===== src/rtl/bram_arb_pkg.sv =====
`default_nettype none
// +----------------------------------------------------------------------------+
// | bram_arb_pkg : shared types, constants and the round-robin pick function   |
// | Optional lock mode selected by BRAM_ARB_LOCK_EN.  Revision: 1.0            |
// +----------------------------------------------------------------------------+
package bram_arb_pkg;

  localparam int MAX_REQ = 8;
  localparam int PTR_W   = $clog2(MAX_REQ);

`ifdef BRAM_ARB_LOCK_EN
  typedef enum logic [1:0] {
    IDLE   = 2'd0,
    GRANT  = 2'd1,
    LOCKED = 2'd2
  } arb_state_t;
`else
  typedef enum logic [0:0] {
    IDLE  = 1'b0,
    GRANT = 1'b1
  } arb_state_t;
`endif

  // First active request at or after ptr, wrapping modulo n; one-hot result.
  function automatic logic [MAX_REQ-1:0] rr_pick(input logic [MAX_REQ-1:0] req,
                                                 input logic [PTR_W-1:0]   ptr,
                                                 input int unsigned        n);
    logic [MAX_REQ-1:0] pick;
    logic [PTR_W-1:0]   idx;
    logic               found;
    pick  = '0;
    found = 1'b0;
    for (int unsigned k = 0; k < MAX_REQ; k++) begin
      if (k < n) begin
        idx = PTR_W'((32'(ptr) + k) % n);
        if (!found && req[idx]) begin
          pick[idx] = 1'b1;
          found     = 1'b1;
        end
      end
    end
    return pick;
  endfunction

endpackage
`default_nettype wire


===== src/rtl/rr_arbiter.sv =====
`default_nettype none
// +----------------------------------------------------------------------------+
// | rr_arbiter : combinational round-robin picker with its priority pointer    |
// | Revision: 1.0                                                              |
// +----------------------------------------------------------------------------+
module rr_arbiter
  import bram_arb_pkg::*;
#(
  parameter int NUM_REQ = 4
) (
  input  logic               clk,
  input  logic               rstN,
  input  logic [NUM_REQ-1:0] req,
  output logic [NUM_REQ-1:0] gnt,
  output logic               gnt_any
);

  logic [PTR_W-1:0]   ptr_q, ptr_d, win_idx;
  logic [MAX_REQ-1:0] pick;

  always_comb begin
    pick    = rr_pick(MAX_REQ'(req), ptr_q, NUM_REQ);
    gnt     = pick[NUM_REQ-1:0];
    gnt_any = |gnt;
    win_idx = '0;
    for (int i = 0; i < NUM_REQ; i++) begin
      if (gnt[i]) win_idx = PTR_W'(i);
    end
    ptr_d = ptr_q;
    if (gnt_any) ptr_d = (win_idx == PTR_W'(NUM_REQ-1)) ? '0 : win_idx + 1'b1;
  end

  always_ff @(posedge clk or negedge rstN) begin
    if (!rstN) ptr_q <= '0;
    else       ptr_q <= ptr_d;
  end

`ifndef SYNTHESIS
  always @(posedge clk) begin
    if (rstN) assert ((pick >> NUM_REQ) == '0);
  end
`endif

endmodule
`default_nettype wire


===== src/rtl/bram_arbiter.sv =====
`default_nettype none
// +----------------------------------------------------------------------------+
// | bram_arbiter : round-robin sharing of one single-port BRAM, tagged reads   |
// | Define BRAM_ARB_LOCK_EN for bounded burst ownership.  Revision: 1.0        |
// +----------------------------------------------------------------------------+
module bram_arbiter
  import bram_arb_pkg::*;
#(
  parameter  int NUM_REQ       = 4,
  parameter  int MEMORY_DEPTH  = 4092,
  parameter  int DATA_WIDTH    = 16,
  parameter  int MAX_LOCK      = 8,
  localparam int ADDRESS_WIDTH = $clog2(MEMORY_DEPTH)
) (
  input  logic                                    clk,
  input  logic                                    rstN,
  input  logic [NUM_REQ-1:0]                      req,
  input  logic [NUM_REQ-1:0]                      req_wr,
  input  logic [NUM_REQ-1:0][ADDRESS_WIDTH-1:0]   req_addr,
  input  logic [NUM_REQ-1:0][DATA_WIDTH-1:0]      req_data,
`ifdef BRAM_ARB_LOCK_EN
  input  logic [NUM_REQ-1:0]                      req_lock,
`endif
  output logic [NUM_REQ-1:0]                      gnt,
  output logic [NUM_REQ-1:0]                      rvalid,
  output logic [DATA_WIDTH-1:0]                   rdata,
  output logic                                    mem_wr,
  output logic [ADDRESS_WIDTH-1:0]                mem_addr,
  output logic [DATA_WIDTH-1:0]                   mem_data,
  input  logic [DATA_WIDTH-1:0]                   mem_q
);

  arb_state_t                state_q, state_d;
  logic [NUM_REQ-1:0]        req_eff, arb_req, rid_q, rid_d;
  logic                      gnt_any, rd_pend_q, rd_pend_d, win_wr;
  logic [ADDRESS_WIDTH-1:0]  win_addr, addr_q, addr_d;
  logic [DATA_WIDTH-1:0]     win_data, data_q, data_d, rdata_q, rdata_d;

`ifdef BRAM_ARB_LOCK_EN
  localparam int LCW = $clog2(MAX_LOCK + 1);
  logic [NUM_REQ-1:0] owner_q, owner_d;
  logic [LCW-1:0]     lock_cnt_q, lock_cnt_d, cnt_next;
  logic               win_lock;

  // Others are only blocked while the owner is actually asking.
  assign req_eff = (state_q == LOCKED && |(req & owner_q)) ? (req & owner_q) : req;
`else
  assign req_eff = req;
`endif

  assign arb_req = rstN ? req_eff : '0;

  rr_arbiter #(.NUM_REQ(NUM_REQ)) u_rr (
    .clk     (clk),
    .rstN    (rstN),
    .req     (arb_req),
    .gnt     (gnt),
    .gnt_any (gnt_any)
  );

  always_comb begin
    win_wr   = 1'b0;
    win_addr = '0;
    win_data = '0;
    for (int i = 0; i < NUM_REQ; i++) begin
      if (gnt[i]) begin
        win_wr   = req_wr[i];
        win_addr = req_addr[i];
        win_data = req_data[i];
      end
    end
    mem_wr    = gnt_any & win_wr;
    mem_addr  = gnt_any ? win_addr : addr_q;
    mem_data  = gnt_any ? win_data : data_q;
    addr_d    = mem_addr;
    data_d    = mem_data;
    rd_pend_d = gnt_any & ~win_wr;
    rid_d     = gnt & ~req_wr;
    rvalid    = rd_pend_q ? rid_q : '0;
    // Hold the last returned word so writes leave rdata untouched.
    rdata     = rd_pend_q ? mem_q : rdata_q;
    rdata_d   = rdata;
  end

  always_comb begin
    state_d = gnt_any ? GRANT : IDLE;
`ifdef BRAM_ARB_LOCK_EN
    owner_d    = owner_q;
    lock_cnt_d = '0;
    cnt_next   = '0;
    win_lock   = |(req_lock & gnt);
    if (gnt_any) begin
      if (state_q == LOCKED && gnt == owner_q) cnt_next = lock_cnt_q + 1'b1;
      else                                     cnt_next = LCW'(1);
      // Reaching MAX_LOCK drops the lock; ptr already sits at owner+1.
      if (win_lock && cnt_next < LCW'(MAX_LOCK)) begin
        state_d    = LOCKED;
        owner_d    = gnt;
        lock_cnt_d = cnt_next;
      end
    end
`endif
  end

  always_ff @(posedge clk or negedge rstN) begin
    if (!rstN) begin
      state_q   <= IDLE;
      rd_pend_q <= 1'b0;
      rid_q     <= '0;
      addr_q    <= '0;
      data_q    <= '0;
      rdata_q   <= '0;
    end else begin
      state_q   <= state_d;
      rd_pend_q <= rd_pend_d;
      rid_q     <= rid_d;
      addr_q    <= addr_d;
      data_q    <= data_d;
      rdata_q   <= rdata_d;
    end
  end

`ifdef BRAM_ARB_LOCK_EN
  always_ff @(posedge clk or negedge rstN) begin
    if (!rstN) begin
      owner_q    <= '0;
      lock_cnt_q <= '0;
    end else begin
      owner_q    <= owner_d;
      lock_cnt_q <= lock_cnt_d;
    end
  end
`endif

`ifndef SYNTHESIS
  a_gnt_onehot: assert property (@(posedge clk) disable iff (!rstN) $onehot0(gnt));
  a_addr_range: assert property (@(posedge clk) disable iff (!rstN)
                                 gnt_any |-> (32'(mem_addr) < MEMORY_DEPTH));
  a_state_hist: assert property (@(posedge clk) disable iff (!rstN)
                                 (state_q != IDLE) == $past(gnt_any));
  always @(posedge clk) begin
    assert (NUM_REQ >= 2 && NUM_REQ <= MAX_REQ && MAX_LOCK >= 1);
  end
`endif

endmodule
`default_nettype wire

===== config.mk =====
export PLATFORM = sky130hd
export DESIGN_NAME = bram_arbiter
export DESIGN_NICKNAME = d
export VERILOG_FILES = /design/src/rtl/bram_arb_pkg.sv /design/src/rtl/rr_arbiter.sv /design/src/rtl/bram_arbiter.sv
export SDC_FILE = /design/constraint.sdc
export NUM_CORES = 1
export LEC_CHECK = 0
export ABC_AREA = 1
export CAP_MARGIN = 20
export CORE_UTILIZATION = 40
export DETAILED_ROUTE_END_ITERATION = 10
export HOLD_SLACK_MARGIN = 0.1
export PLACE_DENSITY_LB_ADDON = 0.15
export SYNTH_ARGS = -nofsm -noshare
export SYNTH_HDL_FRONTEND = slang
export SYNTH_HIERARCHICAL = 1
export SYNTH_SLANG_ARGS = --single-unit

===== constraint.sdc =====
create_clock -name clk -period 3.87 [get_ports clk]
set_input_delay 0.9675 -clock clk [delete_from_list [all_inputs] [get_ports clk]]
set_output_delay 0.9675 -clock clk [all_outputs]
set_load 0.01 [all_outputs]

==> results.md, run 1 <==
* FF+latch count, synth at 51
* Syn Std Cell Area at 0.003586 mm²
* Vias in the first global route at 4264
* Largest family of logic cells by synthesized area: simple AND/OR/NAND/NOR gates
* Worst Hold Class: register to register
* Die area at 0.009347 mm²
* Simple-gate share of the synthesized area at 44.52%
* I/O Pins at 191
* F_max at 260.6 MHz
* Seq/Total Area, Yosys at 35.59%
* Netlist cell types at 25
* RSZ-0062 raised after global routing: yes
* Clk_lat worst skew at 0.31 ns
* Filler cell count in the final layout at 692
* CP Max Fanout at 10
* RePlAce Congestion at 0.9598
* CP Depth at 19
* Status: finished, final reports clean
* Pre-antenna DRT Iters at 4
* H-Tree Level Count at 2
* Largest net degree at the start of global routing at 35
* Hold Vio Cnt, Final at 0
* Reg clk slew, reported paths at 0.09 ns
* Share of cells above drive strength 1 at 28.53%
* DR WL/cell at 14.77 µm
* Mapped Cells at 528
* Gr usage total at 26.45%
* Crit path DAT at 2.87 ns
* Reg2Reg Depth at 18
* Crit path required time at 2.90 ns
* Max-slew headroom at 52.49%
* Global-route wire length before repair at 20.21 mm
* Hold_buf cts at 0
* Most common cell on crit path: nand2_1
* Antenna diodes at 0
* R2r startpoint: u_rr/ptr_q[0]
* Slowest-stage cell, CP: clkbuf_16
* Max Buffers Root-to-Sink at 2
* Worst setup SP type: primary input
* CTS root buf: clkbuf_8
* Core ar. at 0.008721 mm²
* Mapped Avg Cell Area at 6.792 µm²
* TritonCTS Buffers at 5
* Drt via density at 4.943
* Post-Synth Adder-Cell Area at 2.094%
* Setup TNS at 0 ns
* Initial DRC count at 172
* Worst Path Buf+Inv at 8
* Pin slew with the least headroom to its limit at 0.7127 ns
* Final Max Slew Viols at 0
* Antenna violations before repair at 0
* CP Class: primary input to output pin
* Fin crit period at 3.838 ns
* Final period util at 99.17%
* Clock Sinks at 51
* Gr ovfl total at 0
* Rows at 34
* R2R Path End: data_q[14]
* Synthesized net count at 672
* Crit path capture: mem_data[6]
* Mux share of post-synthesis cell area at 5.024%
* CP delay by family, top: buffers and inverters
* Critical Path Source: req[3]
* Antenna-violating nets left at 0
* DP Wirelength at 9.083 mm
* Max Cap Violations at 0
* Initial Utilization at 41.12%
* CTS tree: yes
* Chip height at 96.68 µm
* Synth-to-Final Area Change at 79.41%
* Ys Warns at 6
* Layout Utilization at 73.77%
* Clock skew at 0.006523 ns
* Die width at 96.68 µm
* R2R Setup Slk at 1.21 ns
* Post-synthesis compound-gate area fraction at 4.327%
* Vias after detailed routing at 4276
* Nets at 900
* CP peak stage delay at 0.25 ns
* Drt drc at 0
* Crit end category: output pin
* Number of setup violations in the final report at 0
* Synth Area in XOR/XNOR at 0%
* Routed WL at 12.78 mm
* # port buffers at 190
* CP Cell Sequence: clkbuf_2 -> nand2_4 -> inv_4 -> inv_2 -> nand2_2 -> nand3_1 -> nand2_2 -> nand3_1 -> nand2_1 -> inv_2 -> nand3_4 -> buf_12 -> clkinvlp_4 -> clkbuf_16 -> nor2_1 -> nor2_1 -> nand2_1 -> nand2_1 -> buf_2
## per-stage QoR
step           worst slack (ns)  hold WS [ns]  cell area (µm²)  cells
3_3_place_gp            -0.5467        0.4600             5826    838
5_1_grt                 -0.1024        0.5060             6434    865
2_1_floorplan            0.3705        0.5058             3586    528
4_1_cts                0.004097        0.4813             6046    854
3_5_place_dp            -0.6182        0.4628             5826    838
6_report                0.03215        0.4813             6434    865
## layer usage
| metal | wire, µm | global-route usage (%) | share of wire [%] |
|---|---|---|---|
| met3 | 759 | 4.191 | 5.9 |
| met5 | 0 | 0 | 0 |
| met2 | 6588 | 48.65 | 52 |
| met4 | 206 | 6.774 | 1.6 |
| met1 | 5222 | 31.90 | 41 |
## tightest hold or removal path, stage by stage, from the launching register on
cell and delay [ns]:
dfrtp_1 0.33, nand2_1 0.05, nand2_1 0.07
## cell usage after synthesis (all sizes together)
cell | number | area [µm²]
dfrtp | 51 | 1276
ha | 6 | 75.07
clkinv | 3 | 11.26
o21ai | 1 | 5.000
nand2 | 241 | 958.4
clkbuf | 4 | 15.01
nand3 | 58 | 370.4
a21oi | 30 | 150.1
mux2 | 16 | 180.2
nor2 | 64 | 261.5
inv | 27 | 108.9
or2 | 1 | 6.260
buf | 26 | 167.7
## final cells by class
| type | instances | area [µm²] | area share (%) |
|---|---|---|---|
| timing repair buffer | 251 | 2481 | 38.56 |
| multi-input combinational | 417 | 2280 | 35.43 |
| sequential | 51 | 1276 | 19.84 |
| inverter | 30 | 146.4 | 2.275 |
| tap | 108 | 135.1 | 2.100 |
| clock buffer | 5 | 68.82 | 1.070 |
| clock inverter | 3 | 46.29 | 0.7196 |
## layout by cell type, fill, tap and decap left out, types with 6 or more instances in the layout
master	count
nand2_2	23
nand2_4	12
nor2_1	39
buf_6	17
clkdlybuf4s50_1	156
buf_4	41
mux2_2	16
nand3_4	6
nor2_2	13
nor2_4	11
nand3_1	43
nand3_2	9
inv_2	10
a21oi_1	30
buf_12	10
dfrtp_1	51
buf_2	19
nand2_1	205
inv_1	9
## worst min-delay path by stage
stage                     startpoint         end  slack [ns]  depth (start not counted)
after floorplan            addr_q[0]   addr_q[0]        0.51                          2
after global placement     data_q[4]   data_q[4]        0.46                          2
after detailed placement   addr_q[9]   addr_q[9]        0.46                          2
after CTS                  addr_q[9]   addr_q[9]        0.48                          2
after global routing      addr_q[10]  addr_q[10]        0.51                          2
final                     data_q[10]  data_q[10]        0.48                          2
## cells by family after synthesis
logic type               Yosys count
multiplexers                      16
adder cells (fa/ha/maj)            6
AO/OA/AOI/OAI                     31
flip-flops                        51
buffers and inverters             60
AND/OR/NAND/NOR                  364
## repair_timing
action | 4_1_cts | 5_1_grt
setup buffers | 5 | 9
gates cloned | 3 | 2
endpoints found under the setup margin | 33 | 30
gates resized for setup | 161 | 93
pin swaps | 18 | 15
## registers in the layout, indices dropped and copies added (netlist names)
register	count
rd_pend_q	1
rid_q	4
data_q	16
rdata_q	16
u_rr/ptr_q	2
addr_q	12
Power of run 1 is left out: the tool's default activity adds up to more than one toggle a clock period on the data nets, which glitch-free logic cannot reach.
==> inputs of run 2 (changes only) <==
--- a/config.mk
+++ b/config.mk
@@ -6,7 +6,7 @@
 export NUM_CORES = 1
 export LEC_CHECK = 0
 export ABC_AREA = 1
-export CAP_MARGIN = 20
+export CAP_MARGIN = 0
 export CORE_UTILIZATION = 40
 export DETAILED_ROUTE_END_ITERATION = 10
 export HOLD_SLACK_MARGIN = 0.1
==> results of run 2 <==
Same layout as run 1: the final DEF is identical, and so are final timing and power.
Power of run 2 is left out for the same reason.
